File: config.mk
export PLATFORM = sky130hd
export DESIGN_NAME = bcd_clock_gen
export DESIGN_NICKNAME = d
export VERILOG_FILES = /design/src/rtl/bcd_clock_gen_pkg.sv /design/src/rtl/bcd_digit_cnt.sv /design/src/rtl/bcd_clock_gen.sv
export SDC_FILE = /design/constraint.sdc
export NUM_CORES = 1
export LEC_CHECK = 0
export ABC_AREA = 1
export CAP_MARGIN = 20
export CORE_UTILIZATION = 45
export DETAILED_ROUTE_END_ITERATION = 7
export GPL_TIMING_DRIVEN = 0
export PLACE_DENSITY = 0.78
export SETUP_SLACK_MARGIN = 0.1
export SYNTH_ARGS = -nofsm -noshare
export SYNTH_HDL_FRONTEND = slang
export SYNTH_SLANG_ARGS = --single-unit
File: constraint.sdc
create_clock -name clk -period 2.52 [get_ports clk]
set_input_delay 0.252 -clock clk [delete_from_list [all_inputs] [get_ports clk]]
set_output_delay 0.252 -clock clk [all_outputs]
set_load 0.005 [all_outputs]
File: src/rtl/bcd_clock_gen_pkg.sv
// rtl/bcd_clock_gen_pkg.sv - shared BCD time types and helpers for bcd_clock_gen
// Contents:
//   bcd_digit_t  one BCD digit
//   dow_t        day of week 0..6
//   frac_bcd_t   up to six fractional BCD digits, index 0 = least significant
//   time_t       hh:mm:ss plus the three most significant fractional digits
//   bcd_to_12h   24h BCD hour -> 12h BCD hour
//   dec_digit    decimal digit at a given position of a constant
package bcd_clock_gen_pkg;

  typedef logic [3:0] bcd_digit_t;
  typedef logic [2:0] dow_t;

  localparam int unsigned MAX_FRAC_DIGITS = 6;
  typedef bcd_digit_t frac_bcd_t [MAX_FRAC_DIGITS];

  typedef struct packed {
    bcd_digit_t hour_10;
    bcd_digit_t hour_1;
    bcd_digit_t min_10;
    bcd_digit_t min_1;
    bcd_digit_t sec_10;
    bcd_digit_t sec_1;
    bcd_digit_t t_100ms;
    bcd_digit_t t_10ms;
    bcd_digit_t t_1ms;
  } time_t;

  localparam bcd_digit_t MOD_DEC  = 4'd10;
  localparam bcd_digit_t MOD_SIX  = 4'd6;
  localparam bcd_digit_t MOD_HR10 = 4'd3;

  // Hours outside 00..23 (only reachable through an illegal load) pass through.
  function automatic logic [7:0] bcd_to_12h(input bcd_digit_t h10, input bcd_digit_t h1);
    logic [7:0] hr;
    logic [7:0] r;
    hr = {4'd0, h10} * 8'd10 + {4'd0, h1};
    if (hr == 8'd0)                        r = 8'h12;
    else if (hr >= 8'd13 && hr <= 8'd21)   r = {4'd0, 4'(hr - 8'd12)};
    else if (hr == 8'd22)                  r = 8'h10;
    else if (hr == 8'd23)                  r = 8'h11;
    else                                   r = {h10, h1};
    return r;
  endfunction

  function automatic bcd_digit_t dec_digit(input int unsigned v, input int pos);
    int unsigned p;
    p = 1;
    for (int i = 0; i < pos; i++) p = p * 10;
    return bcd_digit_t'((v / p) % 10);
  endfunction

endpackage

File: src/rtl/bcd_digit_cnt.sv
// rtl/bcd_digit_cnt.sv - one BCD digit counter with load and registered terminal count
// Ports:
//   clk, rst   clock, asynchronous active-high reset
//   en         advance by one (wraps at modulus-1 -> 0)
//   modulus    digit modulus (10 for a decimal digit, 6 for tens of seconds, ...)
//   load       load load_val this edge; wins over en
//   load_val   value to load (may be out of range; recovers at next wrap)
//   cnt_q      current digit
//   tc_q       registered: cnt_q is at or beyond its last legal value
module bcd_digit_cnt
  import bcd_clock_gen_pkg::*;
(
  input  logic       clk,
  input  logic       rst,
  input  logic       en,
  input  bcd_digit_t modulus,
  input  logic       load,
  input  bcd_digit_t load_val,
  output bcd_digit_t cnt_q,
  output logic       tc_q
);

  bcd_digit_t cnt_d;
  bcd_digit_t last;
  logic       tc_d;

  // ">=" rather than "==" so an out-of-range loaded value wraps to 0 and
  // carries on its next advance instead of counting up to 15.
  always_comb begin
    last  = modulus - 4'd1;
    cnt_d = cnt_q;
    if (load)    cnt_d = load_val;
    else if (en) cnt_d = (cnt_q >= last) ? 4'd0 : cnt_q + 4'd1;
    tc_d = (cnt_d >= last);
  end

  always_ff @(posedge clk or posedge rst) begin
    if (rst) begin
      cnt_q <= 4'd0;
      tc_q  <= 1'b0;
    end else begin
      cnt_q <= cnt_d;
      tc_q  <= tc_d;
    end
  end

endmodule

File: src/rtl/bcd_clock_gen.sv
// rtl/bcd_clock_gen.sv - parametrised BCD time-of-day clock with PPS-aligned set
// Optional feature macro: BCD_CLOCK_LEAP_SEC_EN (adds leap_ins / leap_del)
// Ports:
//   clk, rst      clock, asynchronous active-high reset
//   tsc_1pps      one-cycle pulse per second boundary
//   tsc_tick      one-cycle pulse per fractional LSB
//   set           request load of set_time/set_dow at the next PPS
//   set_time      hh:mm:ss to load (fractional fields ignored)
//   set_dow       day of week to load
//   mode_12h      12h presentation of the cur_time hour digits
//   leap_ins/del  (macro only) arm leap second insert / delete
//   cur_time      current time, three MS fractional digits
//   frac_bcd      all fractional digits, MS digit in top nibble
//   pm            internal hour in 12..23
//   dow           day of week
//   day_tick      one-cycle pulse with the wrap to 00:00:00
//   sync_pending  set request waiting for PPS
module bcd_clock_gen
  import bcd_clock_gen_pkg::*;
#(
  parameter int unsigned FRAC_DIGITS = 3,
  parameter int unsigned PRELOAD     = 2,
  parameter int unsigned DOW_RESET   = 0
) (
  input  logic                     clk,
  input  logic                     rst,
  input  logic                     tsc_1pps,
  input  logic                     tsc_tick,
  input  logic                     set,
  input  time_t                    set_time,
  input  dow_t                     set_dow,
  input  logic                     mode_12h,
`ifdef BCD_CLOCK_LEAP_SEC_EN
  input  logic                     leap_ins,
  input  logic                     leap_del,
`endif
  output time_t                    cur_time,
  output logic [4*FRAC_DIGITS-1:0] frac_bcd,
  output logic                     pm,
  output dow_t                     dow,
  output logic                     day_tick,
  output logic                     sync_pending
);

  logic sync_pending_q, sync_pending_d;
  dow_t dow_q, dow_d;
  logic day_tick_q, day_tick_d;

  logic do_load, tick_eff;
  logic [FRAC_DIGITS-1:0] frac_en, frac_tc;
  bcd_digit_t frac_cnt [FRAC_DIGITS];
  logic frac_run, frac_wrap;

  bcd_digit_t s1_cnt, s10_cnt, m1_cnt, m10_cnt, h1_cnt, h10_cnt;
  logic s1_tc, s10_tc, m1_tc, m10_tc, h1_tc, h10_tc_unused;
  logic sec_is_59, min_is_59, hr_is_23, sec_is_60;
  logic ins_apply, del_apply;
  logic sec_wrap, sec_load, min_wrap, midnight, hr_load;
  bcd_digit_t s1_load_val, s10_load_val, h1_load_val, h10_load_val;
  logic [7:0] hour_disp;
  logic unused_set_frac;

  assign unused_set_frac = ^{set_time.t_100ms, set_time.t_10ms, set_time.t_1ms};

  // A set coincident with PPS while idle only arms; the load needs an
  // already-pending request at the PPS.
  assign do_load  = tsc_1pps & sync_pending_q;
  assign tick_eff = tsc_tick & ~do_load;

  // Each digit advances when every lower digit already sits at its terminal
  // value; those flags are registered, so the ripple costs no latency.
  always_comb begin
    frac_en  = '0;
    frac_run = tick_eff;
    for (int i = 0; i < FRAC_DIGITS; i++) begin
      frac_en[i] = frac_run;
      frac_run   = frac_run & frac_tc[i];
    end
    frac_wrap = frac_run;
  end

  for (genvar g = 0; g < FRAC_DIGITS; g++) begin : g_frac
    localparam bcd_digit_t PRE_DIGIT = dec_digit(PRELOAD, g);
    bcd_digit_cnt u_digit (
      .clk(clk), .rst(rst), .en(frac_en[g]), .modulus(MOD_DEC),
      .load(do_load), .load_val(PRE_DIGIT),
      .cnt_q(frac_cnt[g]), .tc_q(frac_tc[g])
    );
    assign frac_bcd[4*g +: 4] = frac_cnt[g];
  end

  assign sec_is_59 = s1_tc & s10_tc;
  assign min_is_59 = m1_tc & m10_tc;
  assign hr_is_23  = (h10_cnt == 4'd2) && (h1_cnt == 4'd3);

`ifdef BCD_CLOCK_LEAP_SEC_EN
  logic leap_ins_q, leap_ins_d, leap_del_q, leap_del_d;
  logic sec_is_58;

  assign sec_is_60 = (s10_cnt == 4'd6) && (s1_cnt == 4'd0);
  assign sec_is_58 = (s10_cnt == 4'd5) && (s1_cnt == 4'd8);
  assign ins_apply = frac_wrap & leap_ins_q & sec_is_59 & min_is_59 & hr_is_23;
  assign del_apply = frac_wrap & leap_del_q & sec_is_58 & min_is_59 & hr_is_23;

  // Contradictory requests cancel each other out.
  always_comb begin
    leap_ins_d = leap_ins_q | leap_ins;
    leap_del_d = leap_del_q | leap_del;
    if (leap_ins_d && leap_del_d) begin
      leap_ins_d = 1'b0;
      leap_del_d = 1'b0;
    end
    if (do_load || ins_apply) leap_ins_d = 1'b0;
    if (do_load || del_apply) leap_del_d = 1'b0;
  end

  always_ff @(posedge clk or posedge rst) begin
    if (rst) begin
      leap_ins_q <= 1'b0;
      leap_del_q <= 1'b0;
    end else begin
      leap_ins_q <= leap_ins_d;
      leap_del_q <= leap_del_d;
    end
  end
`else
  assign sec_is_60 = 1'b0;
  assign ins_apply = 1'b0;
  assign del_apply = 1'b0;
`endif

  // Leap insert parks seconds at 60 without carrying; second 60 (and a leap
  // delete at :58) force seconds to 00 and carry into the minutes.
  always_comb begin
    sec_wrap     = frac_wrap & ((sec_is_59 & ~ins_apply) | sec_is_60 | del_apply);
    sec_load     = do_load | ins_apply | (frac_wrap & (sec_is_60 | del_apply));
    s1_load_val  = do_load ? set_time.sec_1 : 4'd0;
    s10_load_val = do_load ? set_time.sec_10 : (ins_apply ? 4'd6 : 4'd0);
    min_wrap     = sec_wrap & min_is_59;
    midnight     = min_wrap & hr_is_23;
    hr_load      = do_load | midnight;
    h1_load_val  = do_load ? set_time.hour_1 : 4'd0;
    h10_load_val = do_load ? set_time.hour_10 : 4'd0;
  end

  bcd_digit_cnt u_s1 (
    .clk(clk), .rst(rst), .en(frac_wrap), .modulus(MOD_DEC),
    .load(sec_load), .load_val(s1_load_val), .cnt_q(s1_cnt), .tc_q(s1_tc)
  );
  bcd_digit_cnt u_s10 (
    .clk(clk), .rst(rst), .en(frac_wrap & s1_tc), .modulus(MOD_SIX),
    .load(sec_load), .load_val(s10_load_val), .cnt_q(s10_cnt), .tc_q(s10_tc)
  );
  bcd_digit_cnt u_m1 (
    .clk(clk), .rst(rst), .en(sec_wrap), .modulus(MOD_DEC),
    .load(do_load), .load_val(set_time.min_1), .cnt_q(m1_cnt), .tc_q(m1_tc)
  );
  bcd_digit_cnt u_m10 (
    .clk(clk), .rst(rst), .en(sec_wrap & m1_tc), .modulus(MOD_SIX),
    .load(do_load), .load_val(set_time.min_10), .cnt_q(m10_cnt), .tc_q(m10_tc)
  );
  // Hours count as a plain decimal pair; 23 -> 00 is forced through load.
  bcd_digit_cnt u_h1 (
    .clk(clk), .rst(rst), .en(min_wrap), .modulus(MOD_DEC),
    .load(hr_load), .load_val(h1_load_val), .cnt_q(h1_cnt), .tc_q(h1_tc)
  );
  bcd_digit_cnt u_h10 (
    .clk(clk), .rst(rst), .en(min_wrap & h1_tc), .modulus(MOD_HR10),
    .load(hr_load), .load_val(h10_load_val), .cnt_q(h10_cnt), .tc_q(h10_tc_unused)
  );

  always_comb begin
    sync_pending_d = set | (sync_pending_q & ~tsc_1pps);
    dow_d          = dow_q;
    if (do_load)       dow_d = set_dow;
    else if (midnight) dow_d = (dow_q >= 3'd6) ? 3'd0 : dow_q + 3'd1;
    day_tick_d     = midnight;
  end

  always_ff @(posedge clk or posedge rst) begin
    if (rst) begin
      sync_pending_q <= 1'b0;
      dow_q          <= dow_t'(DOW_RESET);
      day_tick_q     <= 1'b0;
    end else begin
      sync_pending_q <= sync_pending_d;
      dow_q          <= dow_d;
      day_tick_q     <= day_tick_d;
    end
  end

  always_comb begin
    hour_disp = mode_12h ? bcd_to_12h(h10_cnt, h1_cnt) : {h10_cnt, h1_cnt};
    cur_time  = {hour_disp, m10_cnt, m1_cnt, s10_cnt, s1_cnt,
                 frac_cnt[FRAC_DIGITS-1], frac_cnt[FRAC_DIGITS-2], frac_cnt[FRAC_DIGITS-3]};
    pm        = ((h10_cnt == 4'd1) && (h1_cnt >= 4'd2)) ||
                ((h10_cnt == 4'd2) && (h1_cnt <= 4'd3));
  end

  assign dow          = dow_q;
  assign day_tick     = day_tick_q;
  assign sync_pending = sync_pending_q;

endmodule

# ---- Word-level counts from Yosys, hierarchy flattened
# Index checks and enable logic that the tools add are counted.
dict set report word_totals {
  reg_bits 49
  inputBits 45
  elab_cells 123
}
dict set report op_classes {
  addsub 12
  multipliers 1
  order_cmp 22
  eq_ne 5
  muxes 37
  bitwise_logic 18
  n_reduce_logical 8
}
# op count
set ops {}
lappend ops {{2-to-1 mux 4 bit} 29}
lappend ops {{greater-or-equal comparator 4 bit, second input constant} 12}
lappend ops {{2-to-1 mux 8 bit} 5}
lappend ops {{adder 4 x 1 -> 4 bit, second input constant} 9}
lappend ops {{equality test 8 x 5 -> 1 bit, second input constant} 2}
lappend ops {{greater-or-equal comparator 4 x 3 -> 1 bit, second input constant} 4}
lappend ops {{AND 1 bit} 14}
lappend ops {{2-to-1 mux 3 bit} 3}
lappend ops {{adder 8 x 4 -> 8 bit} 1}
lappend ops {{equality test 4 x 2 -> 1 bit, second input constant} 2}
lappend ops {{greater-or-equal comparator 4 x 2 -> 1 bit, second input constant} 2}
lappend ops {{greater-or-equal comparator 8 x 4 -> 1 bit, second input constant} 1}
lappend ops {{less-or-equal comparator 8 x 5 -> 1 bit, second input constant} 1}
lappend ops {{zero test 8 bit} 1}
lappend ops {{multiplier 4 x 3 -> 7 bit, second input constant} 1}
lappend ops {{equality test 4 x 1 -> 1 bit, second input constant} 1}
lappend ops {{less-or-equal comparator 4 x 2 -> 1 bit, second input constant} 1}
lappend ops {{logical AND 1 bit} 4}
lappend ops {{nonzero test 2 bit} 2}
lappend ops {{subtractor 4 bit, second input constant} 1}
lappend ops {{adder 3 x 1 -> 3 bit, second input constant} 1}
lappend ops {{greater-or-equal comparator 3 bit, second input constant} 1}
lappend ops {{NOT 1 bit} 2}
lappend ops {{OR 1 bit} 2}
lappend ops {{logical OR 1 bit} 1}

# ---- Logic depth before layout (Yosys ltp)
dict set report depth {
  word_depth 12
  mapped_depth 15
  mapped_depth_nobuf 15
}

# ---- By module
# Synthesis repeated with hierarchy kept, for this count alone.
dict set report hier_totals {
  cells_unflattened 850
  hier_area_um2 5845.6
}
# mod instances cells_each area_per_inst_um2 seq_area_each_um2
set modules_own_cells {}
lappend modules_own_cells {{bcd_digit_cnt (g_frac[0].u_digit ...)} 8 70 503.0 125.1}
lappend modules_own_cells {bcd_clock_gen 1 220 1330.0 125.1}
lappend modules_own_cells {{bcd_digit_cnt (u_s1)} 1 70 491.7 125.1}

# ---- Worst setup path after synthesis
# No wires, ideal clock.
dict set report synth_path {
  path_type {register -> output}
  startpoint {register u_h10.cnt_q[1]}
  endpoint {output cur_time[33] in the netlist's numbering}
  arrival_ns 2.367
  required_time_ns 2.268
  setup_slack_ns -0.099
  path_stages_with_launch 14
  path_cell_list {dfrtp_1 > ha_1 > ha_1 > fa_1 > nand2_1 > inv_1 > nand2_1 > nand3_1 > nand2_1 > nand3_2 > nor2_1 > nor2_2 > nand3_1 > a21oi_1}
}
# element line_no
set synth_rtl {}
lappend synth_rtl {{start, declared} bcd_digit_cnt.sv:19} ;# output bcd_digit_t cnt_q,
lappend synth_rtl {{start signal, assigned} bcd_digit_cnt.sv:42} ;# cnt_q <= cnt_d;
lappend synth_rtl {{end, declared} bcd_clock_gen.sv:37} ;# output time_t cur_time,

==> results.txt <==
The relative max-transition margin came out at 0.636. Of all flip-flops after synthesis, the portion carrying an async set or reset was 1.00. In this run the remaining antenna-violating nets after routing total 0.

The initial core utilization came out at 0.464. In this run the critical register-to-register path is launched from u_h10.cnt_q[0]. The area enclosed by the die boundary is 0.00879 mm².

The final setup violation count is 7. The post-synthesis instance total is 515. TritonCTS built the clock tree. For the final database, setup skew stands at 0.00942 ns. Compared with the post-synthesis result, the final layout area differs by 37.7%.

The worst setup path is captured at an output port. The number of global-route vias before repair is 3,554. The clock reaches the later pin of the worst-skew pair after 0.31 ns.

The count of hold-fix buffers inserted at cts came out at 0. The part of the cycle the worst path needs came out at 1.25. The area share of the largest cell type after synthesis came out at 0.324. The number of cells on the worst reg-to-reg path is 12. Data on the critical path is required at its endpoint by 2.27 ns. The proportion of layout cells with a drive suffix above 1 is 0.170. The number of rows created at floorplan is 33. The post-layout minimum cycle time came out at 3.16 ns. In this run the clock root is driven by a sky130_fd_sc_hd__clkbuf_8. The x dimension of the die is 93.8 µm.

The critical path is of the flop to output port type. The number of max-capacitance violations reported came out at 0. The library cell with the largest summed area after synthesis is sky130_fd_sc_hd__dfrtp_1.

In the routed layout, each cell is associated on average with a via count of 5.00. The number of top-level pins came out at 99. In this design, the largest share of critical-path delay is due to adder cells.

The post-route setup TNS is -3.90 ns. The reported leakage power is 0.00262 µW. The primary flip-flop cell chosen by synthesis mapping is sky130_fd_sc_hd__dfrtp_1.

The cell area after placement came out at 0.00488 mm². The clock tree buffer depth is 2. On the worst path, the slowest cell contributes a delay of 0.56 ns. The CTS buffer count came out at 5. The number of levels in the clock H-tree came out at 2. The hold violation count in the final report is 0. The count of nets after finishing is 708. The clock slew seen by the registers of the worst setup and hold paths is 0.10 ns.

At the worst endpoint, the arrival time is 2.91 ns. The via total after detailed routing is 3,640. Hold is met by 0.305 ns.

The first global-routing pass estimated 15,300 µm of wire. The worst setup path startpoint is u_h10.cnt_q[1]. The distinct cell type count of the synthesized netlist is 44.

Setup repair after global routing could not meet its margin everywhere. The total congestion overflow after global routing came out at 0. By area the synthesized netlist is led by sky130_fd_sc_hd__dfrtp_1, sky130_fd_sc_hd__ha_1, sky130_fd_sc_hd__nand2_1, sky130_fd_sc_hd__inv_1, sky130_fd_sc_hd__nand3_1. The post-detailed-routing wire length is 9240 µm. In the synthesized netlist, the cells that appear most often are sky130_fd_sc_hd__nand2_1, sky130_fd_sc_hd__inv_1, sky130_fd_sc_hd__dfrtp_1. The congestion estimate from routability-driven global placement came to 0.824. The number of DRC markers in iteration 0 came out at 111. The checks that failed: negative setup slack.

The number of buffer and inverter instances along the worst setup path is 4. The final antenna diode count is 0. The maximum fanout count along the critical path came out at 4. The largest individual stage delay along the critical path comes from the cell sky130_fd_sc_hd__fa_2. The number of max-slew violations in the final report is 0. For this run, design rule violations remaining after detail routing come to 0. The height of the die is 93.8 µm. The cell area after synthesis is 0.00379 mm².

Across every metal layer, demand over resource in global routing totals 0.217. The measured slew at the worst slew-check pin came out at 0.546 ns. The peak ir drop on the vdd network is 0.338 mV. The number of nets in the synthesized netlist is 601.

The terminus of the critical flop-to-flop path is u_h1.tc_q. The detail-routed net length per standard cell is 12.7 µm. The path length in cells of the critical path came out at 13. The number of filler cells placed in the layout came out at 712. Traced cell by cell, the critical path runs through ha_4 -> ha_4 -> fa_2 -> buf_4 -> xor2_4 -> nand4_1 -> buf_4 -> buf_6 -> nand2_2 -> nand2_1 -> nand3_1 -> o21ai_1 -> buf_2. In this run the worst hold path is classified as primary input to async pin. The flop-to-flop setup slack came out at 0.54 ns. The mean instance size in the synthesized netlist came out at 7.36 µm². The initial antenna violation count came out at 0.

The detailed-routing iteration count for the pre-antenna-repair pass came out at 6. The number of buffers added on ports came out at 86. The clock net sink count is 49. The number of enable flip-flop cells after synthesis is 0. Derived from the worst setup path, the maximum achievable clock frequency is 317 MHz. sky130_fd_sc_hd__nand2_1 is the most common cell in the netlist. STA classifies the critical path startpoint as a flop. The post-synthesis sequential area ratio came out at 0.324.

The most critical setup path has its endpoint at cur_time[31]. The run finished, with violations left. The maximum number of pins on one net before global-route repair came out at 27. The setup slack after placement is -0.735 ns. The detailed placer's ending HPWL came out at 6920 µm. The final worst-path setup slack is -0.639 ns. The post-synthesis register bit count came out at 49. The count of warnings emitted by yosys came out at 0. The final non-filler cell total came out at 728. The placeable core area came out at 0.00818 mm².

The number of placed instances with taps included came out at 707. After routing the design area is 0.00522 mm². The total power per unit cell area came out at 582 mW/mm².
## cells by family (layout without fill, tap and decap cells)
group / Yosys count / count (layout) / synth area share
AOI/OAI and AO/OA: 70 / 70 / 0.106
and+or+nand+nor: 238 / 238 / 0.288
adders and majority gates: 41 / 41 / 0.139
DFF: 49 / 49 / 0.324
buffers and inverters: 109 / 217 / 0.124
xor gates and xnor gates: 8 / 8 / 0.0185
## final cells by class
cell class,instances,area [µm²],share of cell area
buffer,20,134,0.0257
clock buffer,5,68.8,0.0132
clock inverter,3,43.8,0.00839
inverter,89,344,0.0659
multi-input combinational,357,2310,0.442
sequential,49,1230,0.236
tap,105,131,0.0252
timing repair buffer,100,958,0.184
## worst min path at each step
stage | from | end | slack (ns) | cells past startpoint
after CTS | rst | g_frac[1].u_digit.tc_q | 0.34 | 2
after floorplan | tsc_1pps | sync_pending | 0.35 | 1
after detailed placement | sync_pending | sync_pending | 0.56 | 2
final | rst | g_frac[1].u_digit.tc_q | 0.30 | 2
after global placement | sync_pending | sync_pending | 0.53 | 2
after global routing | rst | g_frac[0].u_digit.cnt_q[0] | 0.36 | 2
## timing repair
| item | CTS | global route |
|---|---|---|
| resized for setup | 46 | 18 |
| setup endpoints to repair | 7 | 7 |
| pin swaps | 19 | 5 |
| setup buffers | 13 | 0 |
## flip-flops by register name, summed over array words and instances (netlist names), 3 cells and up
register	flops
dow	3
g_frac.u_digit.cnt_q	12
g_frac.u_digit.tc_q	3
u_h1.cnt_q	4
u_h10.cnt_q	4
u_m1.cnt_q	4
u_m10.cnt_q	4
u_s1.cnt_q	4
u_s10.cnt_q	4
## cell usage in the layout (no fill, tap or decap), drive strengths merged, types with 2 or more instances in the layout
cell type / count
a21oi: 17
a22oi: 3
a31oi: 9
buf: 37
clkbuf: 8
clkdlybuf4s50: 79
dfrtp: 49
fa: 2
ha: 39
inv: 90
nand2: 136
nand3: 33
nand3b: 2
nand4: 8
nor2: 46
nor3: 5
o211ai: 4
o21ai: 31
o21bai: 2
or2: 4
xnor2: 2
xor2: 6
## report_power, final
group,internal (µW),leakage [µW],switching [µW],total (µW)
Combinational,684,0.00196,787,1470
Sequential,876,0.000605,104,979
Clock,298,0.0000585,288,586
Total,1860,0.00262,1180,3040
## through the flow
step / util / power, µW
6_report: 0.638 / 3040
5_1_grt: 0.638 / 3250
4_1_cts: 0.632 / 2960
3_5_place_dp: 0.596 / 2220
2_1_floorplan: - / 1780
3_3_place_gp: 0.594 / 2160
## per-layer routing
| layer | routed length, µm | vias to the layer above | track usage |
|---|---|---|---|
| met5 | 0 | - | 0 |
| met1 | 3790 | 1704 | 0.243 |
| li1 | - | 1839 | - |
| met4 | 193 | 0 | 0.0667 |
| met2 | 4830 | 77 | 0.410 |
| met3 | 427 | 20 | 0.0437 |
## worst register-to-register path: stages (launching register included)
cell and delay [ns]:
sky130_fd_sc_hd__dfrtp_2 0.45, sky130_fd_sc_hd__buf_4 0.16, sky130_fd_sc_hd__inv_1 0.13, sky130_fd_sc_hd__ha_1 0.19, sky130_fd_sc_hd__nand2_1 0.07, sky130_fd_sc_hd__nor2_1 0.23
sky130_fd_sc_hd__nand4_4 0.13, sky130_fd_sc_hd__nand2_4 0.15, sky130_fd_sc_hd__inv_4 0.07, sky130_fd_sc_hd__a21oi_2 0.15, sky130_fd_sc_hd__nand2_1 0.07, sky130_fd_sc_hd__nand2_1 0.06
sky130_fd_sc_hd__nand2_1 0.05
Power figures use the tool's default switching activity.
